==> src/rtl/pot_scan_sched_if.sv <==
// A2D converter handshake: the scheduler starts a conversion on a channel,
// and the converter returns a one-cycle completion pulse with the result.
interface pot_scan_sched_if;
    logic        strt_cnv;
    logic [2:0]  chnnl;
    logic        cnv_cmplt;
    logic [11:0] res;

    modport master (output strt_cnv, chnnl, input cnv_cmplt, res);
    modport slave  (input strt_cnv, chnnl, output cnv_cmplt, res);
endinterface

==> src/rtl/pot_scan_sched.sv <==
// Round-robin scheduler that scans six pots through an A2D and holds the results.
// Optional macro POT_SMOOTH_EN: store a 1/4-step exponential average instead of raw res.
module pot_scan_sched #(
    parameter int TMO_CYC = 255
) (
    input  logic             clk,
    input  logic             rst_n,
    input  logic             seq_en,
    pot_scan_sched_if.master a2d,
    output logic [11:0]      LP_pot,
    output logic [11:0]      B1_pot,
    output logic [11:0]      B2_pot,
    output logic [11:0]      B3_pot,
    output logic [11:0]      HP_pot,
    output logic [11:0]      volume,
    output logic             scan_done,
    output logic             tmo_err
);
    typedef enum logic [1:0] {IDLE, START, WAIT, STORE} state_t;

    state_t      state;
    logic [2:0]  slot;
    logic [7:0]  cnt;
    logic [11:0] res_q;
    logic        store_en;
    logic [11:0] pot_q [6];
    logic [2:0]  slot_nxt;
    logic [11:0] wr_val;

    // Board wiring order: slot index -> A2D channel
    function automatic logic [2:0] slot_ch(input logic [2:0] s);
        case (s)
            3'd0:    slot_ch = 3'd1;
            3'd1:    slot_ch = 3'd0;
            3'd2:    slot_ch = 3'd4;
            3'd3:    slot_ch = 3'd2;
            3'd4:    slot_ch = 3'd3;
            default: slot_ch = 3'd7;
        endcase
    endfunction

    assign slot_nxt = (slot == 3'd5) ? 3'd0 : slot + 3'd1;

`ifdef POT_SMOOTH_EN
    logic [5:0]         vld;
    logic signed [12:0] diff;
    logic signed [12:0] diff_sh;

    // First sample after reset seeds the filter so it does not ramp from zero
    always_comb begin
        diff    = signed'({1'b0, res_q}) - signed'({1'b0, pot_q[slot]});
        diff_sh = diff >>> 2;
        wr_val  = vld[slot] ? pot_q[slot] + diff_sh[11:0] : res_q;
    end
`else
    assign wr_val = res_q;
`endif

    always_ff @(posedge clk or negedge rst_n) begin
        if (!rst_n) begin
            state        <= IDLE;
            slot         <= 3'd0;
            cnt          <= 8'd0;
            res_q        <= 12'h000;
            store_en     <= 1'b0;
            a2d.strt_cnv <= 1'b0;
            a2d.chnnl    <= 3'd1;
            scan_done    <= 1'b0;
            tmo_err      <= 1'b0;
            for (int i = 0; i < 6; i++) pot_q[i] <= 12'h000;
`ifdef POT_SMOOTH_EN
            vld          <= 6'b0;
`endif
        end else begin
            a2d.strt_cnv <= 1'b0;
            scan_done    <= 1'b0;
            case (state)
                IDLE: if (seq_en) begin
                    state        <= START;
                    a2d.strt_cnv <= 1'b1;
                    a2d.chnnl    <= slot_ch(slot);
                end
                START: begin
                    state <= WAIT;
                    cnt   <= 8'd0;
                end
                WAIT: begin
                    // A completion on the last allowed cycle wins over the timeout
                    if (a2d.cnv_cmplt) begin
                        res_q     <= a2d.res;
                        store_en  <= 1'b1;
                        state     <= STORE;
                        scan_done <= (slot == 3'd5);
                    end else if (cnt == 8'(TMO_CYC - 1)) begin
                        tmo_err   <= 1'b1;
                        store_en  <= 1'b0;
                        state     <= STORE;
                        scan_done <= (slot == 3'd5);
                    end else begin
                        cnt <= cnt + 8'd1;
                    end
                end
                STORE: begin
                    if (store_en) begin
                        pot_q[slot] <= wr_val;
`ifdef POT_SMOOTH_EN
                        vld[slot]   <= 1'b1;
`endif
                    end
                    slot <= slot_nxt;
                    if (seq_en) begin
                        state        <= START;
                        a2d.strt_cnv <= 1'b1;
                        a2d.chnnl    <= slot_ch(slot_nxt);
                    end else begin
                        state <= IDLE;
                    end
                end
                default: state <= IDLE;
            endcase
        end
    end

    assign LP_pot = pot_q[0];
    assign B1_pot = pot_q[1];
    assign B2_pot = pot_q[2];
    assign B3_pot = pot_q[3];
    assign HP_pot = pot_q[4];
    assign volume = pot_q[5];
endmodule

==> src/flat_wrapper.sv <==
// flat-port wrapper written by rule: the top's interface ports become plain ports
module pot_scan_sched_flat 
#(
    parameter int TMO_CYC = 255
)
  (clk, rst_n, seq_en, LP_pot, B1_pot, B2_pot, B3_pot, HP_pot, volume, scan_done, tmo_err, a2d_strt_cnv, a2d_chnnl, a2d_cnv_cmplt, a2d_res);
  pot_scan_sched_if a2d_i ();
  input  logic clk;
  input  logic rst_n;
  input  logic seq_en;
  output logic [11:0] LP_pot;
  output logic [11:0] B1_pot;
  output logic [11:0] B2_pot;
  output logic [11:0] B3_pot;
  output logic [11:0] HP_pot;
  output logic [11:0] volume;
  output logic scan_done;
  output logic tmo_err;
  output wire logic [$bits(a2d_i.strt_cnv)-1:0] a2d_strt_cnv;
  output wire logic [$bits(a2d_i.chnnl)-1:0] a2d_chnnl;
  input wire logic [$bits(a2d_i.cnv_cmplt)-1:0] a2d_cnv_cmplt;
  input wire logic [$bits(a2d_i.res)-1:0] a2d_res;
  assign a2d_strt_cnv = a2d_i.strt_cnv;
  assign a2d_chnnl = a2d_i.chnnl;
  assign a2d_i.cnv_cmplt = a2d_cnv_cmplt;
  assign a2d_i.res = a2d_res;
  pot_scan_sched #(.TMO_CYC(TMO_CYC)) u_core (.clk(clk), .rst_n(rst_n), .seq_en(seq_en), .a2d(a2d_i), .LP_pot(LP_pot), .B1_pot(B1_pot), .B2_pot(B2_pot), .B3_pot(B3_pot), .HP_pot(HP_pot), .volume(volume), .scan_done(scan_done), .tmo_err(tmo_err));
endmodule
==> config.mk <==
export PLATFORM = sky130hd
export DESIGN_NAME = pot_scan_sched_flat
export DESIGN_NICKNAME = d
export VERILOG_FILES = /design/src/rtl/pot_scan_sched_if.sv /design/src/rtl/pot_scan_sched.sv /design/src/flat_wrapper.sv
export SDC_FILE = /design/constraint.sdc
export NUM_CORES = 1
export LEC_CHECK = 0
export BUFFER_PORTS_ARGS = -buffer_cell sky130_fd_sc_hd__buf_4
export CAP_MARGIN = 5
export CELL_PAD_IN_SITES_DETAIL_PLACEMENT = 1
export CELL_PAD_IN_SITES_GLOBAL_PLACEMENT = 2
export CORE_MARGIN = 2
export CORE_UTILIZATION = 37
export CTS_CLUSTER_DIAMETER = 30
export DETAILED_ROUTE_END_ITERATION = 6
export PLACE_DENSITY = 0.85
export SLEW_MARGIN = 20
export SYNTH_ARGS = -nofsm -noshare
export SYNTH_HDL_FRONTEND = slang
export SYNTH_SLANG_ARGS = --single-unit
==> constraint.sdc <==
create_clock -name clk -period 1.8 [get_ports clk]
set_input_delay 0.45 -clock clk [delete_from_list [all_inputs] [get_ports clk]]
set_output_delay 0.45 -clock clk [all_outputs]
set_load 0.005 [all_outputs]
==> flow_metrics.env <==
export IMPL_wirelength_mm=10.50
export IMPL_tns_ns=0
export IMPL_core_area_um2=11370
export IMPL_layout_commonest_cell="buf_4"
export IMPL_synth_top_area_share=0.6013
export IMPL_cts_root_buf="clkbuf_16"
export IMPL_final_cell_mix="buf_4 (104), dfrtp_1 (103), mux2_2 (73), nand2_1 (14), mux2_4 (10)"
export IMPL_die_area_um2=12460
export IMPL_cp_top_family="simple AND/OR/NAND/NOR gates"
export IMPL_ant_nets=0
export IMPL_finalClockSkew_ns=0.008261
export IMPL_final_max_slew_violation_count=0
export IMPL_postSynthAreaPerCell_um2=14.43
export IMPL_max_cap_violations=0
export IMPL_fin_crit_ns=1.699
export IMPL_drtIter0Drc=58
export IMPL_critPathKind="reg -> reg"
export IMPL_fin_nets=429
export IMPL_hold_class="in -> async"
export IMPL_diodes=0
export IMPL_ys_warn_count=0
export IMPL_cts_tree="yes"
export IMPL_tightest_slew_ns=0.4794
export IMPL_critPathLaunch="u_core.state[1]$_DFFE_PN0P_"
export IMPL_clock_latency_ns=0.34
export IMPL_startpoint_type="flip-flop"
export IMPL_drt_pass1_iterations=5
export IMPL_io_pins=94
export IMPL_required_ns=2.02
export IMPL_synth_cell_types=45
export IMPL_path_buf_inv=0
export IMPL_crit_arrival_ns=1.92
export IMPL_rsz0062_at_grt="false"
export IMPL_cts_buffers=9
export IMPL_grt_max_degree=36
export IMPL_clkSinkCount=104
export IMPL_setup_viol=0
export IMPL_fin_crit_sh=0.9438
export IMPL_postSynth_asyncResetShare=1.000
export IMPL_dieHeight_um=111.6
export IMPL_finalPower_mw=9.984
export IMPL_rows=39
export IMPL_max_freq_ghz=0.5886
export IMPL_slowest_delay_ns=0.40
export IMPL_clkTransAtPathRegs_ns=0.07
export IMPL_pwr_density_cell_nw_per_um2=1770
export IMPL_postSynthCellCount=297
export IMPL_ys_ff_latch=104
export IMPL_synth_area_um2=4287
export IMPL_vias=2833
export IMPL_syn_nets=320
export IMPL_vdd_drop_max_mv=0.6375
export IMPL_drc=0
export IMPL_r2r_start="u_core.state[1]$_DFFE_PN0P_"
export IMPL_crit_chain="ha_1 > and3b_2 > and3_4 > mux2_2"
export IMPL_setup_worst_path_end_class="flip-flop"
export IMPL_yosysSeqAreaShare=0.6074
export IMPL_grtUsageTotal=0.1719
export IMPL_relSlewSlack=0.6797
export IMPL_final_hold_viol_count=0
export IMPL_start_util=0.3770
export IMPL_place_inst=538
export IMPL_worstPathMaxFanout=12
export IMPL_stdcell_count=554
export IMPL_dp_hpwl_mm=7.701
export IMPL_clockBufferDepth=2
export IMPL_synth_edf_count=0
export IMPL_grt_pass1_wl_mm=16.63
export IMPL_gp_congestion=0.7460
export IMPL_routed_via_density=5.114
export IMPL_synth_ff_type="dfrtp_1"
export IMPL_drive_above_1_share=0.5353
export IMPL_grt_overflow_total=0
export IMPL_area_delta_synth_final_pct=31.61
export IMPL_cp_slowest_cell="dfrtp_1"
export IMPL_yosysTopAreaCell="dfrtp_1"
export IMPL_postCtsSetupRepairBufs=0
export IMPL_synthTopCellsByArea="dfrtp_1 (60%), mux2_2 (19%), mux2_4 (3.5%)"
export IMPL_p_leak_nw=2.729
export IMPL_status="finished, final reports clean"
export IMPL_die_x_um=111.6
export IMPL_antenna_found_initial=0
export IMPL_grt_pass1_vias=3040
export IMPL_port_buffers=93
export IMPL_wl_per_cell_um=18.96
export IMPL_htree_levels=3
what timing repair did:
action | in CTS | in global routing
endpoints found under the setup margin | 0 | 5
endpoints found under the hold margin | 0 | 0
hold buffers | 0 | 0
resized for setup | 0 | 2
layout make-up:
class | count | area (µm²)
fill | 1138 | 5728
sequential | 104 | 2604
multi-input combinational | 175 | 1582
timing repair buffer | 111 | 920.9
clock buffer | 11 | 252.7
tap | 143 | 178.9
clock inverter | 5 | 85.08
inverter | 5 | 18.77
Yosys cell counts (2+ instances only):
library cell  instances
a211oi_1              2
a21o_1                2
a21oi_1               6
a311oi_1              2
buf_2                 6
buf_4                 2
buf_6                 3
clkbuf_2              2
dfrtp_1             103
ha_1                  7
inv_1                 5
mux2_2               73
mux2_4               10
nand2_1              14
nand2b_1              3
nand3_1               9
nand4_1               3
nor2_1                7
nor2b_1               2
o211ai_1              3
o21ai_0               8
xor2_1                2
path summary, 6_finish.rpt:
check	slack, ns	cells after the start	end
worst min register to register	0.47	1	u_core.tmo_err$_DFFE_PN0P_
max in group asynchronous	1.20	2	u_core.LP_pot[11]$_DFFE_PN0P_
worst max register to register	0.10	4	u_core.B1_pot[11]$_DFFE_PN0P_
worst max-delay path	0.10	4	u_core.B1_pot[11]$_DFFE_PN0P_
worst min-delay path	0.03	1	u_core.HP_pot[7]$_DFFE_PN0P_
min in group clk	0.34	2	u_core.res_q[1]$_DFFE_PN0P_
flip-flops by register name (all words and copies together) (netlist names), 2 cells and up:
signal and flops:
u_core.B1_pot 12, u_core.B2_pot 12, u_core.B3_pot 12, u_core.HP_pot 12
u_core.LP_pot 12, u_core.res_q 12, u_core.volume 12, u_core.cnt 8
u_core.a2d.chnnl 3, u_core.slot 3, u_core.state 2
per-stage QoR:
stage / area (µm²) / utilization / hold slack (ns) / worst slack (ns)
final: 5642 / 0.4962 / 0.02819 / 0.1012
after CTS: 5635 / 0.4957 / 0.03709 / 0.07752
after detailed placement: 5298 / 0.4659 / 0.4187 / 0.08188
after global routing: 5642 / 0.4962 / 0.04385 / 0.01788
after global placement: 5298 / 0.4659 / 0.4091 / 0.1643
after floorplan: 4287 / - / 0.1544 / 0.1691
per-layer routing:
metal  track usage  wire, µm
met4       0.05267       143
met5             0         0
met3       0.04083       446
met1        0.2313      4838
met2        0.2780      5075
kinds of logic (layout without fill, tap and decap cells):
group           count (synthesis)  in the layout  share of synthesized area
flops                         104            104                     0.6074
buf+inv                        18            132                    0.02510
compound gates                 31             31                    0.04641
xor+xnor                        2              2                   0.004087
fa+ha+maj                       7              7                    0.02043
mux                            85             85                     0.2318
simple gates                   50             50                    0.06480
where the power goes:
part           total [mW]  switching [mW]  leakage, nW  internal, mW
Combinational        3.62            1.38         1.26          2.24
Clock                2.18           0.873        0.163          1.30
Sequential           4.19           0.851         1.31          3.34
Power figures use the tool's default switching activity.
